<file path="config.mk">
export PLATFORM = sky130hd
export DESIGN_NAME = muldiv_sequencer
export DESIGN_NICKNAME = d
export VERILOG_FILES = /design/src/rtl/muldiv_sequencer.sv
export SDC_FILE = /design/constraint.sdc
export NUM_CORES = 1
export LEC_CHECK = 0
export ABC_AREA = 1
export CAP_MARGIN = 5
export CORE_ASPECT_RATIO = 0.8
export CORE_MARGIN = 10
export CORE_UTILIZATION = 35
export DETAILED_ROUTE_END_ITERATION = 7
export GPL_ROUTABILITY_DRIVEN = 0
export SYNTH_ARGS = -nofsm -noshare
export SYNTH_HDL_FRONTEND = slang
export SYNTH_SLANG_ARGS = --single-unit
</file>
<file path="constraint.sdc">
create_clock -name clk -period 2.8 [get_ports clk]
set_clock_uncertainty 0.15 [all_clocks]
set_input_delay 0.56 -clock clk [delete_from_list [all_inputs] [get_ports clk]]
set_output_delay 0.56 -clock clk [all_outputs]
set_load 0.02 [all_outputs]
</file>
<file path="src/rtl/muldiv_sequencer.sv">
// Iterative radix-2 multiply/divide sequencer that owns the HI/LO pair and stalls the pipeline while busy.
// Optional MUL_DIV_DIV0_FLAG_EN: divide-by-zero skips the iterations and raises div0 together with done.
module muldiv_sequencer #(
  parameter int WIDTH = 32
) (
  input  logic             clk,
  input  logic             rst,
  input  logic             start,
  input  logic             is_mult,
  input  logic             is_unsigned,
  input  logic [WIDTH-1:0] a,
  input  logic [WIDTH-1:0] b,
  input  logic             hilo_rd,
  input  logic             rd_is_hi,
  output logic [WIDTH-1:0] rdata,
  output logic             busy,
  output logic             stall,
  output logic             done,
  output logic             div0
);
  // state | meaning
  // IDLE  | waiting for start, HI/LO stable
  // PREP  | take magnitudes, record result/remainder signs
  // CALC  | one shift-add or restoring subtract-shift per cycle
  // FIX   | apply signs, write HI/LO, pulse done on exit
  typedef enum logic [1:0] {IDLE, PREP, CALC, FIX} state_t;

  localparam int CW = $clog2(WIDTH);

  state_t           state;
  logic [WIDTH-1:0] hi, lo;
  logic [WIDTH-1:0] op_a, op_b, m_reg, acc_hi, acc_lo;
  logic             op_mult, op_uns, neg_res, neg_rem, b_zero;
  logic [CW-1:0]    cnt;

  logic [WIDTH-1:0]   a_abs, b_abs, quo_fix, rem_fix;
  logic [WIDTH:0]     mul_sum, div_shift, div_diff;
  logic [2*WIDTH-1:0] prod_raw, prod_fix;
  logic               skip_calc;

  always_comb begin
    a_abs     = (!op_uns && op_a[WIDTH-1]) ? -op_a : op_a;
    b_abs     = (!op_uns && op_b[WIDTH-1]) ? -op_b : op_b;
    mul_sum   = {1'b0, acc_hi} + (acc_lo[0] ? {1'b0, m_reg} : '0);
    div_shift = {acc_hi, acc_lo[WIDTH-1]};
    div_diff  = div_shift - {1'b0, m_reg};
    prod_raw  = {acc_hi, acc_lo};
    prod_fix  = neg_res ? -prod_raw : prod_raw;
    quo_fix   = neg_res ? -acc_lo : acc_lo;
    rem_fix   = neg_rem ? -acc_hi : acc_hi;
  end

`ifdef MUL_DIV_DIV0_FLAG_EN
  assign skip_calc = !op_mult && b_zero;

  always_ff @(posedge clk) begin
    if (rst) div0 <= 1'b0;
    else     div0 <= (state == FIX) && !op_mult && b_zero;
  end
`else
  assign skip_calc = 1'b0;
  assign div0      = 1'b0;
`endif

  always_ff @(posedge clk) begin
    if (rst) begin
      state   <= IDLE;
      hi      <= '0;
      lo      <= '0;
      op_a    <= '0;
      op_b    <= '0;
      m_reg   <= '0;
      acc_hi  <= '0;
      acc_lo  <= '0;
      op_mult <= 1'b0;
      op_uns  <= 1'b0;
      neg_res <= 1'b0;
      neg_rem <= 1'b0;
      b_zero  <= 1'b0;
      cnt     <= '0;
      done    <= 1'b0;
    end else begin
      done <= 1'b0;
      case (state)
        IDLE: if (start) begin
          op_a    <= a;
          op_b    <= b;
          op_mult <= is_mult;
          op_uns  <= is_unsigned;
          b_zero  <= (b == '0);
          state   <= PREP;
        end
        PREP: begin
          neg_res <= !op_uns && (op_a[WIDTH-1] ^ op_b[WIDTH-1]);
          neg_rem <= !op_uns && op_a[WIDTH-1];
          acc_hi  <= '0;
          acc_lo  <= op_mult ? b_abs : a_abs;
          m_reg   <= op_mult ? a_abs : b_abs;
          cnt     <= '0;
          state   <= skip_calc ? FIX : CALC;
        end
        CALC: begin
          if (op_mult) begin
            acc_hi <= mul_sum[WIDTH:1];
            acc_lo <= {mul_sum[0], acc_lo[WIDTH-1:1]};
          end else if (!div_diff[WIDTH]) begin
            acc_hi <= div_diff[WIDTH-1:0];
            acc_lo <= {acc_lo[WIDTH-2:0], 1'b1};
          end else begin
            acc_hi <= div_shift[WIDTH-1:0];
            acc_lo <= {acc_lo[WIDTH-2:0], 1'b0};
          end
          cnt <= cnt + 1'b1;
          if (cnt == CW'(WIDTH - 1)) state <= FIX;
        end
        FIX: begin
          // divide-by-zero result is defined on the raw operand, independent of signedness
          if (op_mult) begin
            {hi, lo} <= prod_fix;
          end else if (b_zero) begin
            hi <= op_a;
            lo <= '1;
          end else begin
            hi <= rem_fix;
            lo <= quo_fix;
          end
          done  <= 1'b1;
          state <= IDLE;
        end
        default: state <= IDLE;
      endcase
    end
  end

  assign rdata = rd_is_hi ? hi : lo;
  assign busy  = (state != IDLE);
  assign stall = (hilo_rd | start) & busy;

endmodule

</file>
# After elaboration in Yosys (flattened, before gate mapping)
# Cells that the tools add are included.
# classes
n_reduce_logical	10
muxes	24
eq_ne	6
bitwise_logic	3
n_addsub	8
# op_table
op	count
32-bit 2-to-1 mux	15
32-bit negation	4
32-bit case mux with 2 select lines	2
64-bit 2-to-1 mux	1
64-bit negation	1
32-bit by 32-bit adder with 33-bit output	1
33-bit by 32-bit subtractor with 33-bit output	1
32-bit zero test	1
5-bit case mux with 2 select lines	1
2-bit case mux with 4 select lines	1
5-bit by 1-bit adder with 5-bit output (second input constant)	1
5-bit equality test (second input constant)	1
2-bit equality test (second input constant)	2
2-bit 2-to-1 mux	2
2-bit != test (second input constant)	2
2-bit AND reduction	2
2-bit nonzero test	2
1-bit logical AND	3
2-bit by 1-bit equality test with 1-bit output (second input constant)	1
2-bit zero test	1
1-bit 2-to-1 mux	2
1-bit bitwise AND	1
1-bit zero test	1
1-bit bitwise OR	1
1-bit XOR	1
# word_totals
wordCells	66
register_bits	237

# Logic depth before layout (Yosys ltp)
# Gate-level depths: netlist of the first run.
# logic_depth
ltp_word	5
depth_mapped	20
depth_no_buf	19

# Worst setup path before layout of the first run
# OpenSTA, ideal clock, no wires.
# synth_timing
path_type	flip-flop to flip-flop
start	reg acc_lo[0]
end	reg acc_hi[15]
t_required_ps	2518
stages_incl_launch_ff	19
n_path_buf	2
arrival_ps	2512
setup_slack_ps	6
path_cell_list	dfxtp_1 > buf_6 > clkbuf_1 > nand2_1 > inv_1 > ha_1 > inv_1 > fa_1 > o21ai_0 > nand2_1 > nand2_1 > nand2_1 > nand2_1 > nand2_1 > nand2_1 > xnor2_1 > nand2_1 > nand3_1 > a21oi_1
# synth_via
elab_chain_cells	4
# synth_lines
item	line_no	text
start, declared	32	logic [WIDTH-1:0] op_a, op_b, m_reg, acc_hi, acc_lo;
start signal, assigned	97	acc_lo <= op_mult ? b_abs : a_abs;
start signal, assigned	105	acc_lo <= {mul_sum[0], acc_lo[WIDTH-1:1]};
start signal, assigned	108	acc_lo <= {acc_lo[WIDTH-2:0], 1'b1};
32-bit 2-to-1 mux	44	mul_sum = {1'b0, acc_hi} + (acc_lo[0] ? {1'b0, m_reg} : '0);
32-bit by 32-bit adder with 33-bit output	44	
32-bit 2-to-1 mux	103	if (op_mult) begin
32-bit case mux with 2 select lines	84	case (state)
end signal, assigned	104	acc_hi <= mul_sum[WIDTH:1];
end signal, assigned	107	acc_hi <= div_diff[WIDTH-1:0];
end signal, assigned	110	acc_hi <= div_shift[WIDTH-1:0];
end, declared	32	
# No other way between the ends.
# A chain may end at the register's enable or synchronous reset.

# Worst setup path after layout of the first run
# layout_timing
start	reg acc_lo[0]
end	reg acc_hi[24]
# The elaborated chain is that of the path after synthesis.

==> impl_metrics.json, run 1 <==
{
  "run_status": "completed",
  "fin_crit_sh_pct": 97.7,
  "syn_to_final_growth_pct": 19.1,
  "clk_pin_slew_worst_paths_ps": 70,
  "final_layout_size_suffix_gt1_share_pct": 9.18,
  "crit_path_end_kind": "flip-flop",
  "cts_root_buf": "clkbuf_16",
  "ant_nets": 0,
  "synth_warnings": 0,
  "synthesis.area_um2": 20500,
  "tightest_slew_ps": 780,
  "slowest_delay_ps": 370,
  "crit_buf_inv": 3,
  "cpMostUsedCell": "nand3_1",
  "drt_iter0_markers": 3612,
  "cp_max_fo": 25,
  "required_ps": 3100,
  "startpoint_type": "flip-flop",
  "synth_fp_nets": 3644,
  "power.switching_mw": 17.9,
  "power_mw": 31.5,
  "maxSlewHeadroom_pct": 48.0,
  "first_pass_iters": 6,
  "initial_utilization_pct": 35.3,
  "avgSynthCellArea_um2": 5.86,
  "synth.top_cells.by_area": "dfxtp_1 23%, nand2_1 16%, inv_1 8.9%, a21oi_1 8.4%, nand3_1 8.0%",
  "hold_viol_final": 0,
  "dr_total_vias": 24200,
  "holdPathStages": 2,
  "antennaDiodeCount": 0,
  "multi_input_area_um2": 13400,
  "clockBufferDepth": 3,
  "die_y_um": 236,
  "drv_slew": 0,
  "layout_common_cells": "850 x nand2_1, 483 x inv_1, 339 x a21oi_1",
  "cp_num_cells": 14,
  "grt_max_degree": 82,
  "timing.reg2reg.setup_slack_ps": 60,
  "seqPwrFrac_pct": 16.9,
  "crit_type": "flip-flop to flip-flop",
  "min_period_ps": 2740,
  "hp-class": "flip-flop to flip-flop",
  "port_buffers": 105,
  "swShare_pct": 56.9,
  "drc": 0,
  "final_common_cell": "nand2_1",
  "hpwl_um": 73200,
  "antenna_found_initial": 1,
  "cts.sinks": 237,
  "fmax_mhz": 366,
  "yosysTopAreaCellShare_pct": 23.2,
  "route.final.wire_length_um": 91500,
  "die-area_um2": 68700,
  "fp.coreArea_um2": 58000,
  "arrival_ps": 3030,
  "overflow": 0,
  "max-vdd-ir-drop_mv": 1.01,
  "ys_seq_area_share_pct": 23.2,
  "crit_chain": "buf_12 -> nand2_1 -> inv_1 -> ha_1 -> nand2_1 -> nand3_1 -> a21oi_1 -> buf_4 -> o21bai_1 -> nand3b_1 -> nand3_1 -> nand3_1 -> nand3_1 -> a21oi_1",
  "fin_nets": 3788,
  "die_w_um": 291,
  "setup_viol": 0,
  "fillerInstances": 6246,
  "p_clk_share_pct": 12.0,
  "avgViaCountPerCell": 5.46,
  "register_area_um2": 4780,
  "combPwrFrac_pct": 71.1,
  "synth_seq_cells": 237,
  "critPathSlowestCell": "dfxtp_4",
  "num_rows": 79,
  "synth_top_area_cell": "dfxtp_1",
  "fin_ws_ps": 64.8,
  "grt_pass1_wl_um": 134000,
  "synth_cell_type_count": 55,
  "wl_per_cell_um": 20.7,
  "power_density_nw_per_um2": 1290,
  "io_pins": 107,
  "place_ws_ps": 71.0,
  "cp_top_family": "simple AND/OR/NAND/NOR gates",
  "p_leak_nw": 11.4,
  "grt_pass1_vias": 21000,
  "ff2ff_path_depth": 14,
  "drv_cap": 0,
  "clk_latency_ps": 590,
  "synthCells": 3496,
  "ctsHoldBuffers": 0,
  "cts.htree.levels": 1,
  "numCtsBuffers": 28,
  "cts_tree": "yes",
  "internal-power_mw": 13.6,
  "track_usage_pct": 24.8,
  "tns_ps": 0,
  "rsz0062_at_grt": "true"
}
logic make-up after synthesis:
kind of cell,share of synthesized area (%)
DFF,23.2
muxes,1.32
AOI/OAI and AO/OA,20.8
and+or+nand+nor,33.4
other,0.0183
adders and majority gates,4.77
buffers and inverters,12.3
xor gates and xnor gates,4.19
cell usage after synthesis (all sizes together):
cell and instances:
a21o 5, o22ai 1, fa 2, dfxtp 237
a31oi 31, nor2 306, o21a 4, a221oi 5
ha 75, clkinv 2, a211oi 2, o2111ai 2
o21ai 299, inv 491, o21bai 7, xnor2 12
nand3b 9, or2 9, nand3 328, nand2 860
a21boi 1, o41ai 1, mux2 24, and2 4
o211a 1, nand4 48, xor2 86, a22oi 3
nor3 41, nor4 13, o211ai 48, buf 41
a21oi 347, o31ai 4, clkbuf 125, o221ai 20
and3 1, conb 1
worst min-delay path, stage by stage, from the launching register on:
cell	delay, ps
dfxtp_1	290
inv_1	50
a221oi_1	70
final timing paths:
| kind | end | start |
|---|---|---|
| max | acc_hi[24] | acc_lo[0] |
| min | lo[10] | lo[10] |
| max reg2reg | acc_hi[24] | acc_lo[0] |
| min reg2reg | lo[10] | lo[10] |
metal layers:
| metal | track usage [%] | wire, um | share of wire (%) | vias to the layer above |
|---|---|---|---|---|
| met5 | 0 | 0 | 0 | - |
| met4 | 7.08 | 3120 | 3.4 | 0 |
| met2 | 31.9 | 33600 | 37 | 1377 |
| met1 | 37.0 | 41400 | 45 | 10900 |
| met3 | 9.04 | 13400 | 15 | 175 |
| li1 | - | - | - | 11800 |
through the flow:
stage | utilization (%) | hold WS [ps] | instances | area [um2]
2_1_floorplan | - | 295 | 3496 | 20500
3_3_place_gp | 40.1 | 310 | 4374 | 23200
3_5_place_dp | 40.1 | 315 | 4374 | 23200
4_1_cts | 41.7 | 322 | 4425 | 24200
5_1_grt | 42.1 | 346 | 4430 | 24400
6_report | 42.1 | 325 | 4430 | 24400
power groups by stage:
stage | clock network [mW] | logic (mW) | registers [mW]
6_report | 3.78 | 22.4 | 5.32
3_3_place_gp | 0 | 20.7 | 5.26
2_1_floorplan | 0 | 14.0 | 4.85
4_1_cts | 3.81 | 20.8 | 5.21
3_5_place_dp | 0 | 20.7 | 5.27
5_1_grt | 3.94 | 24.3 | 5.40
repair_timing:
item                                    CTS  global route
endpoints found under the setup margin    0            39
endpoints found under the hold margin     0             0
buffers inserted                          0             3
gates resized for setup                   0            66
cell type report:
cell class | instances | share of cell area, %
sequential | 237 | 19.6
clock inverter | 13 | 0.461
timing repair buffer | 278 | 10.3
tap | 769 | 3.94
clock buffer | 38 | 3.39
multi-input combinational | 2602 | 54.7
inverter | 493 | 7.61
Note: power is estimated with default switching activity, not from simulation.
==> inputs of run 2 (changes only) <==
Settings changed: ABC_CLOCK_PERIOD_IN_PS from default to 3300.
Clock period 2.8 ns to 3.3 ns, I/O delays scaled along.
==> impl_metrics.json, run 2 (same netlist as run 1, synthesis figures left out) <==
{
  "num_rows": 79,
  "drv_cap": 0,
  "p_leak_nw": 10.9,
  "cpMostUsedCell": "nand2_1",
  "grt_pass1_vias": 21000,
  "die_y_um": 236,
  "grt_max_degree": 174,
  "dp_cells": 4291,
  "ff2ff_path_depth": 12,
  "critPathSlowestCell": "nor3_1",
  "final_layout_size_suffix_gt1_share_pct": 5.63,
  "postCtsSetupRepairBufs": 0,
  "crit_buf_inv": 2,
  "grt_pass1_wl_um": 133000,
  "antenna_found_initial": 1,
  "tightest_slew_ps": 994,
  "clockBufferDepth": 3,
  "cts_tree": "yes",
  "cts.htree.levels": 1,
  "cp_max_fo": 5,
  "drt_iter0_markers": 3580,
  "setup_viol": 0,
  "ant_nets": 0,
  "drc": 0,
  "first_pass_iters": 7,
  "run_status": "completed",
  "power_density_nw_per_um2": 1080,
  "fin_ws_ps": 176,
  "slowest_delay_ps": 680,
  "layout_common_cells": "852 x nand2_1, 485 x inv_1, 345 x a21oi_1",
  "holdWs_ps": 321,
  "crit_chain": "buf_4 -> inv_2 -> ha_1 -> nand3_1 -> nor2_4 -> nand4_1 -> nor3_1 -> nand2_1 -> nand2_1 -> nand2_1 -> nand3_1 -> a31oi_1",
  "cts_resized": 0,
  "fin_crit_sh_pct": 94.7,
  "port_buffers": 105,
  "combPwrFrac_pct": 69.1,
  "syn_to_final_growth_pct": 14.8,
  "seqPwrFrac_pct": 17.8,
  "cp_num_cells": 12,
  "die-area_um2": 68700,
  "stdcell_count": 4342,
  "numCtsBuffers": 27,
  "internal-power_mw": 10.7,
  "fin_nets": 3699,
  "ctsHoldBuffers": 0,
  "fmax_mhz": 320,
  "hp-class": "flip-flop to flip-flop",
  "io_pins": 107,
  "overflow": 0,
  "required_ps": 3580,
  "p_clk_share_pct": 13.1,
  "fillerInstances": 6326,
  "crit_path_end_kind": "flip-flop",
  "hold_viol_final": 0,
  "arrival_ps": 3410,
  "dr_total_vias": 24000,
  "startpoint_type": "flip-flop",
  "route.final.wire_length_um": 89900,
  "place_ws_ps": 402,
  "wl_per_cell_um": 20.7,
  "swShare_pct": 57.9,
  "die_w_um": 291,
  "hpwl_um": 71700,
  "fp.coreArea_um2": 58000,
  "crit_type": "flip-flop to flip-flop",
  "avgViaCountPerCell": 5.52,
  "power.switching_mw": 14.7,
  "min_period_ps": 3120,
  "cp_top_family": "simple AND/OR/NAND/NOR gates",
  "final_core_util_pct": 40.6,
  "cts_root_buf": "clkbuf_16",
  "clk_latency_ps": 600,
  "maxSlewHeadroom_pct": 33.7,
  "cts.sinks": 237,
  "final_common_cell": "nand2_1",
  "drv_slew": 0,
  "initial_utilization_pct": 35.3,
  "max-vdd-ir-drop_mv": 1.25,
  "tns_ps": 0,
  "rsz0062_at_grt": "false",
  "track_usage_pct": 24.6,
  "clk_pin_slew_worst_paths_ps": 70,
  "holdPathStages": 2
}
[run 2: cell types whose count changed in the layout (fill, tap and decap cells not counted), sizes merged]
cell	change
buf	-86
bufinv	+3
clkdlybuf4s50	+1
clkinv	-3
clkinvlp	-1
diode	+1
dlymetal6s2s	-1
nand2	-2
[run 2: layer usage]
| metal | GRT usage [%] | wire [um] |
|---|---|---|
| met3 | 9.48 | 13400 |
| met1 | 36.6 | 40900 |
| met5 | 0 | 13 |
| met4 | 6.79 | 2970 |
| met2 | 31.5 | 32600 |
[run 2: area by class of cell]
cell class              instances  area (um2)  area share, %
clock buffers                  38         777           3.30
well taps                     769         962           4.09
repair buffers                192        1770           7.52
multi-input cells            2600       13200           56.2
inverters                     493        1860           7.88
clock inverters                12         184          0.782
flip-flops and latches        237        4750           20.2
diodes                          1        2.50         0.0106
[run 2: power by group through the flow]
stage | logic [mW] | clock network [mW] | registers (mW)
final | 17.6 | 3.33 | 4.53
after global routing | 19.2 | 3.46 | 4.58
after CTS | 16.9 | 3.34 | 4.46
after detailed placement | 16.8 | 0 | 4.52
after global placement | 16.9 | 0 | 4.51
after floorplan | 11.9 | 0 | 4.12
[run 2: final timing paths]
check / start / to / slack [ps]
worst max-delay path: acc_lo[0] / hi[0] / 180
worst max register to register: acc_lo[0] / hi[0] / 180
worst min register to register: cnt[4] / cnt[4] / 320
worst min-delay path: cnt[4] / cnt[4] / 320
[run 2: stage by stage]
step	power, mW	instance area [um2]
after detailed placement	21.3	22600
final	25.4	23500
after floorplan	16.0	20500
after global routing	27.2	23500
after CTS	24.7	23500
after global placement	21.4	22600
[run 2: worst reg2reg max path, cell delays in order (launching register included)]
cell and delay [ps]:
dfxtp_1 370, buf_4 210, inv_2 80, ha_1 230
nand3_1 180, nor2_4 180, nand4_1 180, nor3_1 680
nand2_1 280, nand2_1 140, nand2_1 110, nand3_1 90
a31oi_1 90
